<file path="src/rtl/plic_pkg.sv">
// Shared register-map offsets, ID width and bus helpers for the interrupt controller.
package plic_pkg;
  localparam int          ID_W       = 5;
  localparam logic [23:0] PRIO_BASE  = 24'h000000;
  localparam logic [23:0] PEND_OFF   = 24'h001000;
  localparam logic [23:0] EN_BASE    = 24'h002000;
  localparam logic [23:0] EN_STRIDE  = 24'h000080;
  localparam logic [23:0] CTX_BASE   = 24'h200000;
  localparam logic [23:0] CTX_STRIDE = 24'h001000;
  localparam logic [23:0] CLAIM_OFF  = 24'h000004;

  function automatic logic [31:0] be_merge(input logic [31:0] old_v, input logic [31:0] new_v,
                                           input logic [3:0] be);
    logic [31:0] r;
    r = old_v;
    for (int b = 0; b < 4; b++) begin
      if (be[b]) r[8*b +: 8] = new_v[8*b +: 8];
    end
    return r;
  endfunction

  // Valid enable bits are 1..n; bit 0 is the reserved "no interrupt" ID.
  function automatic logic [31:0] src_mask(input int n);
    logic [31:0] m;
    m = '0;
    for (int i = 1; i < 32; i++) begin
      if (i <= n) m[i] = 1'b1;
    end
    return m;
  endfunction
endpackage

</file>
<file path="src/rtl/plic_gateway.sv">
// Per-source gateway: level or rising-edge capture, blocked while in service, one edge remembered.
// Claim/complete pulses act in the cycle they arrive; pending/in_service are registered.
module plic_gateway (
  input  logic i_clk,
  input  logic i_rst,
  input  logic i_line,
  input  logic i_edge,
  input  logic i_claim,
  input  logic i_complete,
  output logic o_pending,
  output logic o_in_service
);
  logic prev_q, pend_q, pend_d, insvc_q, insvc_d, flag_q, flag_d;
  logic rise, req;

  assign rise = i_line & ~prev_q;
  assign req  = i_edge ? rise : i_line;

  always_comb begin
    pend_d  = pend_q;
    insvc_d = insvc_q;
    flag_d  = flag_q;
    if (req) begin
      if (!insvc_q)    pend_d = 1'b1;
      else if (i_edge) flag_d = 1'b1;
    end
    // An edge landing on the complete cycle counts as the remembered edge.
    if (i_complete) begin
      insvc_d = 1'b0;
      flag_d  = 1'b0;
      if (flag_q || (i_edge && rise)) pend_d = 1'b1;
    end
    if (i_claim) begin
      pend_d  = 1'b0;
      insvc_d = 1'b1;
    end
  end

  always_ff @(posedge i_clk or posedge i_rst) begin
    if (i_rst) begin
      prev_q  <= 1'b0;
      pend_q  <= 1'b0;
      insvc_q <= 1'b0;
      flag_q  <= 1'b0;
    end else begin
      prev_q  <= i_line;
      pend_q  <= pend_d;
      insvc_q <= insvc_d;
      flag_q  <= flag_d;
    end
  end

  assign o_pending    = pend_q;
  assign o_in_service = insvc_q;
endmodule

</file>
<file path="src/rtl/plic_gen.sv">
// Platform-level interrupt controller with per-source priority, per-context threshold and claim/complete.
// Bus acks one cycle after accept then idles a cycle; o_ext_int is registered from gateway state.
module plic_gen
  import plic_pkg::*;
#(
  parameter int          NSRC      = 31,
  parameter int          NCTX      = 2,
  parameter int          PRIO_W    = 3,
  parameter logic [31:0] EDGE_MASK = 32'h0
) (
  input  logic            i_clk,
  input  logic            i_rst,
  input  logic [23:0]     i_addr,
  input  logic [3:0]      i_we,
  input  logic [31:0]     i_dat_w,
  output logic [31:0]     o_dat_r,
  input  logic            i_stb,
  output logic            o_ack,
  input  logic [NSRC-1:0] i_int,
  output logic [NCTX-1:0] o_ext_int
);
  localparam logic [31:0] EN_MASK = src_mask(NSRC);

  logic [PRIO_W-1:0] prio_q [1:NSRC];
  logic [PRIO_W-1:0] prio_d [1:NSRC];
  logic [31:0]       en_q   [NCTX];
  logic [31:0]       en_d   [NCTX];
  logic [PRIO_W-1:0] thr_q  [NCTX];
  logic [PRIO_W-1:0] thr_d  [NCTX];
  logic [ID_W-1:0]   best_id [NCTX];
  logic              ack_q;
  logic [31:0]       dat_q, rdata;
  logic [NCTX-1:0]   ext_q, ext_d;
  logic [NSRC:1]     pend, insvc, clm, cmpl;
  logic              accept, rd, wr;

  assign accept = i_stb & ~ack_q;
  assign rd     = accept & (i_we == 4'b0000);
  assign wr     = accept & (i_we != 4'b0000);

  for (genvar g = 1; g <= NSRC; g++) begin : g_gw
    plic_gateway u_gw (
      .i_clk       (i_clk),
      .i_rst       (i_rst),
      .i_line      (i_int[g-1]),
      .i_edge      (EDGE_MASK[g]),
      .i_claim     (clm[g]),
      .i_complete  (cmpl[g]),
      .o_pending   (pend[g]),
      .o_in_service(insvc[g])
    );
  end

  // Highest priority wins; strict compare keeps the lowest ID on ties.
  always_comb begin
    logic [PRIO_W-1:0] bp;
    best_id = '{default: '0};
    ext_d   = '0;
    bp      = '0;
    for (int c = 0; c < NCTX; c++) begin
      bp = '0;
      for (int s = 1; s <= NSRC; s++) begin
        if (pend[s] && !insvc[s] && en_q[c][s] && (prio_q[s] > thr_q[c])) begin
          ext_d[c] = 1'b1;
          if (prio_q[s] > bp) begin
            bp         = prio_q[s];
            best_id[c] = ID_W'(s);
          end
        end
      end
    end
  end

  always_comb begin
    prio_d = prio_q;
    en_d   = en_q;
    thr_d  = thr_q;
    rdata  = '0;
    clm    = '0;
    cmpl   = '0;
    if (i_addr[1:0] == 2'b00) begin
      for (int s = 1; s <= NSRC; s++) begin
        if (i_addr == PRIO_BASE + 24'(4 * s)) begin
          rdata = 32'(prio_q[s]);
          if (wr) prio_d[s] = PRIO_W'(be_merge(32'(prio_q[s]), i_dat_w, i_we));
        end
      end
      if (i_addr == PEND_OFF) begin
        for (int s = 1; s <= NSRC; s++) rdata[s] = pend[s];
      end
      for (int c = 0; c < NCTX; c++) begin
        if (i_addr == EN_BASE + 24'(EN_STRIDE * c)) begin
          rdata = en_q[c];
          if (wr) en_d[c] = be_merge(en_q[c], i_dat_w, i_we) & EN_MASK;
        end
        if (i_addr == CTX_BASE + 24'(CTX_STRIDE * c)) begin
          rdata = 32'(thr_q[c]);
          if (wr) thr_d[c] = PRIO_W'(be_merge(32'(thr_q[c]), i_dat_w, i_we));
        end
        if (i_addr == CTX_BASE + 24'(CTX_STRIDE * c) + CLAIM_OFF) begin
          rdata = 32'(best_id[c]);
          for (int s = 1; s <= NSRC; s++) begin
            if (rd && best_id[c] == ID_W'(s)) clm[s] = 1'b1;
            if (wr && i_dat_w[7:0] == 8'(s) && en_q[c][s]) cmpl[s] = 1'b1;
          end
        end
      end
    end
  end

  always_ff @(posedge i_clk or posedge i_rst) begin
    if (i_rst) begin
      prio_q <= '{default: '0};
      en_q   <= '{default: '0};
      thr_q  <= '{default: '0};
      ack_q  <= 1'b0;
      dat_q  <= '0;
      ext_q  <= '0;
    end else begin
      prio_q <= prio_d;
      en_q   <= en_d;
      thr_q  <= thr_d;
      ack_q  <= accept;
      if (accept) dat_q <= rd ? rdata : '0;
      ext_q  <= ext_d;
    end
  end

  assign o_ack     = ack_q;
  assign o_dat_r   = dat_q;
  assign o_ext_int = ext_q;
endmodule

</file>
<file path="config.mk">
export PLATFORM = sky130hd
export DESIGN_NAME = plic_gen
export DESIGN_NICKNAME = d
export VERILOG_FILES = /design/src/rtl/plic_pkg.sv /design/src/rtl/plic_gateway.sv /design/src/rtl/plic_gen.sv
export SDC_FILE = /design/constraint.sdc
export NUM_CORES = 1
export LEC_CHECK = 0
export ABC_AREA = 1
export CORE_ASPECT_RATIO = 1.75
export CORE_UTILIZATION = 45
export DETAILED_ROUTE_END_ITERATION = 16
export PLACE_DENSITY = 0.64
export SYNTH_ARGS = -nofsm -noshare
export SYNTH_HDL_FRONTEND = slang
export SYNTH_SLANG_ARGS = --single-unit
</file>
<file path="constraint.sdc">
create_clock -name i_clk -period 47.9 [get_ports i_clk]
set_clock_uncertainty 0.1 [all_clocks]
set_input_delay 9.58 -clock i_clk [delete_from_list [all_inputs] [get_ports i_clk]]
set_output_delay 9.58 -clock i_clk [all_outputs]
set_load 0.005 [all_outputs]
</file>
Word level (Yosys, flattened, before mapping)
Cells that the tools add are included.
{"block": "op_classes", "magnitude_cmp": 123, "n_eq_ne": 162, "mux": 629, "bitwise_logic": 4, "reduce_logical": 478}
{"operator": "two-way mux 32 bit", "count": 38}
{"operator": "two-way mux 5 bit", "count": 122}
{"operator": "equality test 24 x 7 -> 1 bit, second input constant", "count": 16}
{"operator": "greater-than comparator 3 bit", "count": 122}
{"operator": "two-way mux 3 bit", "count": 120}
{"operator": "two-way mux 1 bit", "count": 342}
{"operator": "logical AND 1 bit", "count": 310}
{"operator": "two-way mux 31 bit", "count": 7}
{"operator": "equality test 24 x 6 -> 1 bit, second input constant", "count": 8}
{"operator": "AND reduction 4 bit", "count": 41}
{"operator": "equality test 5 bit, second input constant", "count": 32}
{"operator": "equality test 8 x 5 -> 1 bit, second input constant", "count": 16}
{"operator": "nonzero test 2 bit", "count": 62}
{"operator": "equality test 24 x 22 -> 1 bit, second input constant", "count": 4}
{"operator": "equality test 24 x 5 -> 1 bit, second input constant", "count": 4}
{"operator": "equality test 5 x 4 -> 1 bit, second input constant", "count": 16}
{"operator": "equality test 8 x 4 -> 1 bit, second input constant", "count": 8}
{"operator": "!= test 2 bit, second input constant", "count": 31}
{"operator": "AND reduction 2 bit", "count": 31}
{"operator": "equality test 24 x 14 -> 1 bit, second input constant", "count": 2}
{"operator": "equality test 24 x 4 -> 1 bit, second input constant", "count": 2}
{"operator": "equality test 5 x 3 -> 1 bit, second input constant", "count": 8}
{"operator": "equality test 8 x 3 -> 1 bit, second input constant", "count": 4}
{"operator": "logical NOT 1 bit", "count": 31}
{"operator": "12 further kinds", "count": 19}
{"block": "word_totals", "reg_bits": 258, "input_bits": 94, "out_inout_bits": 35, "elab_cells": 1502}

Logic depth before layout (Yosys ltp)
{"block": "depth", "ltp_word": 104, "depth_mapped": 324, "mapped_depth_nobuf": 324}

Modules after synthesis
Synthesis repeated with hierarchy kept, for this count alone.
{"block": "hier_totals", "hier_cells": 4271, "hier_area_um2": 29000.3}
{"mod": "plic_gen", "n_inst": 1, "cells_per_inst": 3682, "area_per_inst_um2": 23802.8, "seq_area_each_um2": 4904.7}
{"mod": "plic_gateway", "n_inst": 31, "cells_per_inst": 19, "area_per_inst_um2": 167.7, "seq_area_each_um2": 100.1}

Worst setup path after synthesis
OpenSTA, ideal clock, no wires.
{"block": "synth_timing", "kind": "register -> register", "startpoint": "register thr_q[2] (netlist bit)", "endpoint": "register g_gw[3].u_gw.pend_q", "setup_ns": 0.133, "arrival_ns": 34.526, "required_ns": 47.667, "setup_slack_ns": 13.141, "path_stages_with_launch": 310, "path_buffers": 0, "synth_period_minus_slack_ns": 34.759, "path_cell_list": "dfrtp_1 inv_1 ha_1 nand2_1 nor2_1 nor2_4 nand2_1 nor2_1 inv_1 ha_1 nand2_1 nor2_1 nor2_2 nor2_4 nand2_4 o21ai_2 nand2_1 ha_1 [274 not listed] inv_1 nand3_1 nand2_1 ha_1 nand2_1 nor2_1 a211oi_1 a31oi_1 nand2_1 inv_1 nor2_1 nand2_1 nor3_1 inv_1 nor2_1 inv_1 o21ai_1 a21oi_1"}
{"block": "synth_via", "elab_chain_len": 100, "word_cells_on_any_way": 221, "cone_classes": "61 x order compare; 2 x eq/ne; 124 x mux; 34 x reduce/logical"}
{"item": "start: declaration", "line": "plic_gen.sv:28", "rtl": "logic [PRIO_W-1:0] thr_q [NCTX];"}
{"item": "start signal: assignment", "line": "plic_gen.sv:122", "rtl": "thr_q <= thr_d;"}
{"item": "greater-than comparator 3 bit", "line": "plic_gen.sv:63", "rtl": "if (pend[s] && !insvc[s] && en_q[c][s] && (prio_q[s] > thr_q[c])) begin"}
{"item": "logical AND 1 bit", "line": "plic_gen.sv:63"}
{"item": "two-way mux 3 bit", "line": "plic_gen.sv:63"}
{"item": "greater-than comparator 3 bit", "line": "plic_gen.sv:65", "rtl": "if (prio_q[s] > bp) begin"}
{"item": "two-way mux 3 bit", "line": "plic_gen.sv:65"}
{"item": "two-way mux 3 bit", "line": "plic_gen.sv:63"}
{"item": "greater-than comparator 3 bit", "line": "plic_gen.sv:65"}
{"item": "two-way mux 3 bit", "line": "plic_gen.sv:65"}
{"item": "[84 not listed]"}
{"item": "two-way mux 5 bit *", "line": "plic_gen.sv:63"}
{"item": "equality test 5 x 2 -> 1 bit *", "line": "plic_gen.sv:103", "rtl": "if (rd && best_id[c] == ID_W'(s)) clm[s] = 1'b1;"}
{"item": "logical AND 1 bit *", "line": "plic_gen.sv:103"}
{"item": "two-way mux 1 bit *", "line": "plic_gen.sv:103"}
{"item": "two-way mux 31 bit *", "line": "plic_gen.sv:100", "rtl": "if (i_addr == CTX_BASE + 24'(CTX_STRIDE * c) + CLAIM_OFF) begin"}
{"item": "two-way mux 31 bit *", "line": "plic_gen.sv:81", "rtl": "if (i_addr[1:0] == 2'b00) begin"}
{"item": "!= test 2 bit (no line) or nonzero test 2 bit (tied branches)"}
{"item": "AND reduction 2 bit (no line)"}
{"item": "end signal: assignment", "line": "plic_gateway.sv:47", "rtl": "pend_q <= pend_d;"}
{"item": "end: declaration", "line": "plic_gateway.sv:13", "rtl": "logic prev_q, pend_q, pend_d, insvc_q, insvc_d, flag_q, flag_d;"}
Every way passes the cells marked *; elsewhere a longest branch is shown, timed or not.
A chain may end at the register's enable or synchronous reset.

Worst setup path in the final report
{"block": "layout_timing", "startpoint": "register prio_q[92] (netlist bit)", "endpoint": "register g_gw[13].u_gw.pend_q"}
{"block": "layout_via", "elab_chain_len": 102, "word_cells_on_any_way": 320, "cone_classes": "63 x order compare; 3 x eq/ne; 248 x mux; 6 x reduce/logical"}
{"item": "start: declaration", "line": "plic_gen.sv:24", "rtl": "logic [PRIO_W-1:0] prio_q [1:NSRC];"}
{"item": "start signal: assignment", "line": "plic_gen.sv:120", "rtl": "prio_q <= prio_d;"}
{"item": "greater-than comparator 3 x 1 -> 1 bit or greater-than comparator 3 bit (tied branches)", "line": "plic_gen.sv:65, plic_gen.sv:63"}
{"item": "two-way mux 3 bit or logical AND 1 bit (tied branches)", "line": "plic_gen.sv:65, plic_gen.sv:63"}
{"item": "two-way mux 3 bit", "line": "plic_gen.sv:63"}
{"item": "greater-than comparator 3 bit", "line": "plic_gen.sv:65"}
{"item": "two-way mux 3 bit", "line": "plic_gen.sv:65"}
{"item": "two-way mux 3 bit", "line": "plic_gen.sv:63"}
{"item": "greater-than comparator 3 bit", "line": "plic_gen.sv:65"}
{"item": "two-way mux 3 bit", "line": "plic_gen.sv:65"}
{"item": "[86 not listed]"}
{"item": "logical AND 1 bit", "line": "plic_gen.sv:103"}
{"item": "two-way mux 1 bit", "line": "plic_gen.sv:103"}
{"item": "two-way mux 31 bit", "line": "plic_gen.sv:100"}
{"item": "two-way mux 1 bit", "line": "plic_gen.sv:103"}
{"item": "two-way mux 31 bit *", "line": "plic_gen.sv:100"}
{"item": "two-way mux 31 bit *", "line": "plic_gen.sv:81"}
{"item": "!= test 2 bit (no line) or nonzero test 2 bit (tied branches)"}
{"item": "AND reduction 2 bit (no line)"}
{"item": "end signal: assignment", "line": "plic_gateway.sv:47"}
{"item": "end: declaration", "line": "plic_gateway.sv:13"}
Marked as above.

==> summary.md <==
| Metric | Value |
|---|---|
| Status | complete, no violations |
| RSZ-0062 raised after global routing | false |
| Global-route track usage on met2 | 60.3% |
| Avg Inst Size Synth | 6.84 µm² |
| R2r startpoint | prio_q[92] |
| First-pass GRT wire length | 152000 µm |
| Dominant register cell in the synthesized netlist | dfrtp_1 |
| Hold path depth | 1 |
| Peak supply drop | 0.0282 mV |
| Total number of vias | 26800 |
| H-tree Lvls | 1 |
| GRT Max-Usage Layer | met2 |
| PD cells | 15.8 nW/µm² |
| GR Layer Usage met3 | 3.06% |
| Yosys cell types | 59 |
| WP data arrival | 40.51 ns |
| Clock transition at the registers of the reported paths | 0.07 ns |
| Slew headroom | 13.4% |
| Async SR Flop Fraction | 100% |
| Clk sinks | 258 |
| Routed len/inst | 21.0 µm |
| Syn nets | 4336 |
| Flop-to-flop setup slack | 7.74 ns |
| Worst path required time | 48.25 ns |
| HP Start | o_ack |
| Rows | 117 |
| Vias per inst | 5.60 |
| Core box area | 58300 µm² |
| I/O Buffers | 128 |
| Worst Hold Class | reg -> reg |
| Routability cong. | 1.02 |
| Cts repair resizes | 0 |
| Sum Neg Setup Slack | 0 ns |
| EDFF count, synth | 0 |
| Clk_lat worst skew | 0.60 ns |
| Total die area | 59900 µm² |
| Hold_buf cts | 0 |
| Most common cell after layout, fill and taps aside | nand2_1 |
| CTS buffer count | 26 |
| Ant. Diodes | 0 |
| Layout area overhead | 11.7% |
| Die height | 323 µm |
| Share of layout cells above drive strength 1 | 8.65% |
| Reg-to-reg endpoint | g_gw[13].u_gw.o_pending |
| Most frequent CP cell | nand2_1 |
| Fin util | 50.8% |
| Clock root cell | clkbuf_16 |
| Total gr overflow | 0 |
| Hold Path End | o_ack |
| Reg2reg path depth | 308 |
| Final #Nets | 4452 |
| Antenna-violating nets left | 0 |
| CP peak stage delay | 0.49 ns |
| Maximum number of pins on one net before global-route repair | 131 |
| Met1 Use GR | 35.5% |
| Leak | 14.7 nW |
| Die extent in x | 186 µm |
| DRT Pass-1 Iters | 7 |
| Max Slew Vio Count | 0 |
| # DRC | 0 |
| Post-synthesis cell area | 26500 µm² |
| Starting density of the core | 45.5% |
| Dpl hpwl | 80900 µm |
| Final setup fails | 0 |
| CTS tree | yes |
| Max-cap viol count | 0 |
| Crit path max fanout | 9 |
| Ports | 129 |
| Placed cell count | 4737 |
| Overall routed net length | 101000 µm |
| Slowest CP cell | dfrtp_1 |
| CTS Buffer Depth | 3 |
| YS warnings | 0 |
| Least-Margin Pin Slew | 1.29 ns |
| Tmin final | 40.16 ns |
| Final Cycle Share | 83.8% |
| FF+latch count, synth | 258 |
| WS Path Type | reg -> reg |
| Post-Syn Instances | 3876 |
| Post-synthesis sequential area ratio | 24.3% |
| Most frequent cells in the layout | 1058 x nand2_1, 522 x inv_1, 366 x ha_1, 353 x nor2_1, 348 x o21ai_0 |
| Critical path launch point type | flop |
| Final Hold Fails | 0 |
| Overall Global Routing Usage | 33.9% |
| Final cell count without fillers | 4784 |
| Number of global-route vias before repair | 26000 |
| Setup Buffers After CTS | 0 |
| Max Clock Freq | 0.0249 GHz |
| Finished Cell Area | 29600 µm² |
| Crit end category | flop |
| Iter 0 DRT Violations | 1765 |
| Post-Place Cell Area | 28700 µm² |
| Initial antenna violation count | 0 |
==> cell type report <==
type,count,area [µm²]
Fill cell,6111,28600
Multi-Input combinational cell,2989,17700
Sequential cell,258,6460
Inverter,567,2140
Timing Repair Buffer,150,1450
Tap cell,773,967
Clock buffer,32,693
Clock inverter,15,220
==> flip-flops by register name, summed over array words and instances, names as in the netlist <==
name                    count
en_q                       62
thr_q                       6
g_gw.u_gw.o_in_service     31
o_ack                       1
g_gw.u_gw.o_pending        31
prio_q                     93
o_ext_int                   2
o_dat_r                    32
==> power breakdown <==
group | total, mW | internal, mW | switching (mW)
clock network | 0.227 | 0.126 | 0.101
logic | 0.0229 | 0.00801 | 0.0149
registers | 0.218 | 0.218 | 0.0000417
total | 0.468 | 0.352 | 0.115
==> synth_stat cells, types with 3 or more instances <==
cell      number  area share (%)
nand2_1     1058              15
inv_1        523             7.4
ha_1         366              17
nor2_1       353             5.0
o21ai_0      348             6.6
dfrtp_1      258              24
nand3_2      161             6.1
a21oi_1      143             2.7
nand3_1      107             2.0
nor3_1        74             1.4
a31oi_1       63             1.5
a211oi_1      58             1.6
clkbuf_1      54            0.76
o21ai_1       39            0.74
inv_2         38            0.54
nand4_1       27            0.64
a22oi_1       21            0.59
and2_1        21            0.50
nor2_2        18            0.42
o21bai_1      15            0.42
nor4_1        13            0.31
nand2_2       12            0.28
nor2_4        10            0.42
nand2_4        7            0.30
o22ai_1        7            0.17
buf_1          6           0.085
clkinv_1       6           0.085
o211ai_1       5            0.14
a311oi_1       4            0.13
a31oi_2        4            0.19
o21ai_2        4            0.13
o221ai_1       4            0.13
o31ai_1        4            0.11
a31o_2         3           0.099
a32oi_1        3           0.099
nand4_4        3            0.24
nor2_8         3            0.23
==> layer usage <==
metal  up-vias  wire length [µm]  share of wire [%]
li1      13100                 -                  -
met1     12600             35900                 36
met2       810             50000                 50
met3       288              4630                4.6
met4         0             10100                 10
met5         -                 0                  0
==> stage by stage <==
stage / hold slack, ns / setup slack (ns) / power [mW]
finish: 0.370 / 7.74 / 0.468
global route: 0.376 / 2.92 / 0.477
CTS: 0.370 / 7.88 / 0.469
detailed placement: 0.359 / 7.87 / 0.245
global placement: 0.364 / 8.09 / 0.245
floorplan: 0.348 / 13.14 / 0.230
==> how the worst max path moves through the flow <==
stage	slack, ns	start	cells after the start	end
2_1_floorplan	13.14	thr_q[2]	309	g_gw[3].u_gw.o_pending
3_3_place_gp	8.09	prio_q[92]	308	g_gw[1].u_gw.o_pending
3_5_place_dp	7.87	prio_q[92]	308	g_gw[1].u_gw.o_pending
4_1_cts	7.88	prio_q[92]	308	g_gw[1].u_gw.o_pending
5_1_grt	2.92	prio_q[92]	307	g_gw[1].u_gw.o_in_service
6_report	7.74	prio_q[92]	308	g_gw[13].u_gw.o_pending
==> critical path, delay by kind of cell (launching register included) <==
family                   cells  cell delay (ns)
buffers and inverters       61             5.58
AND/OR/NAND/NOR            161            15.68
adder cells (fa/ha/maj)     31             8.65
flip-flops                   1             0.49
AO/OA/AOI/OAI               55             9.48
==> cell families after synthesis <==
group	synth area share [%]
flip-flops	24.3
AND/OR/NAND/NOR	33.5
adder cells (fa/ha/maj)	17.3
buffers and inverters	8.92
AO/OA/AOI/OAI	16.0
No activity file was read; power rests on OpenSTA's default activity.
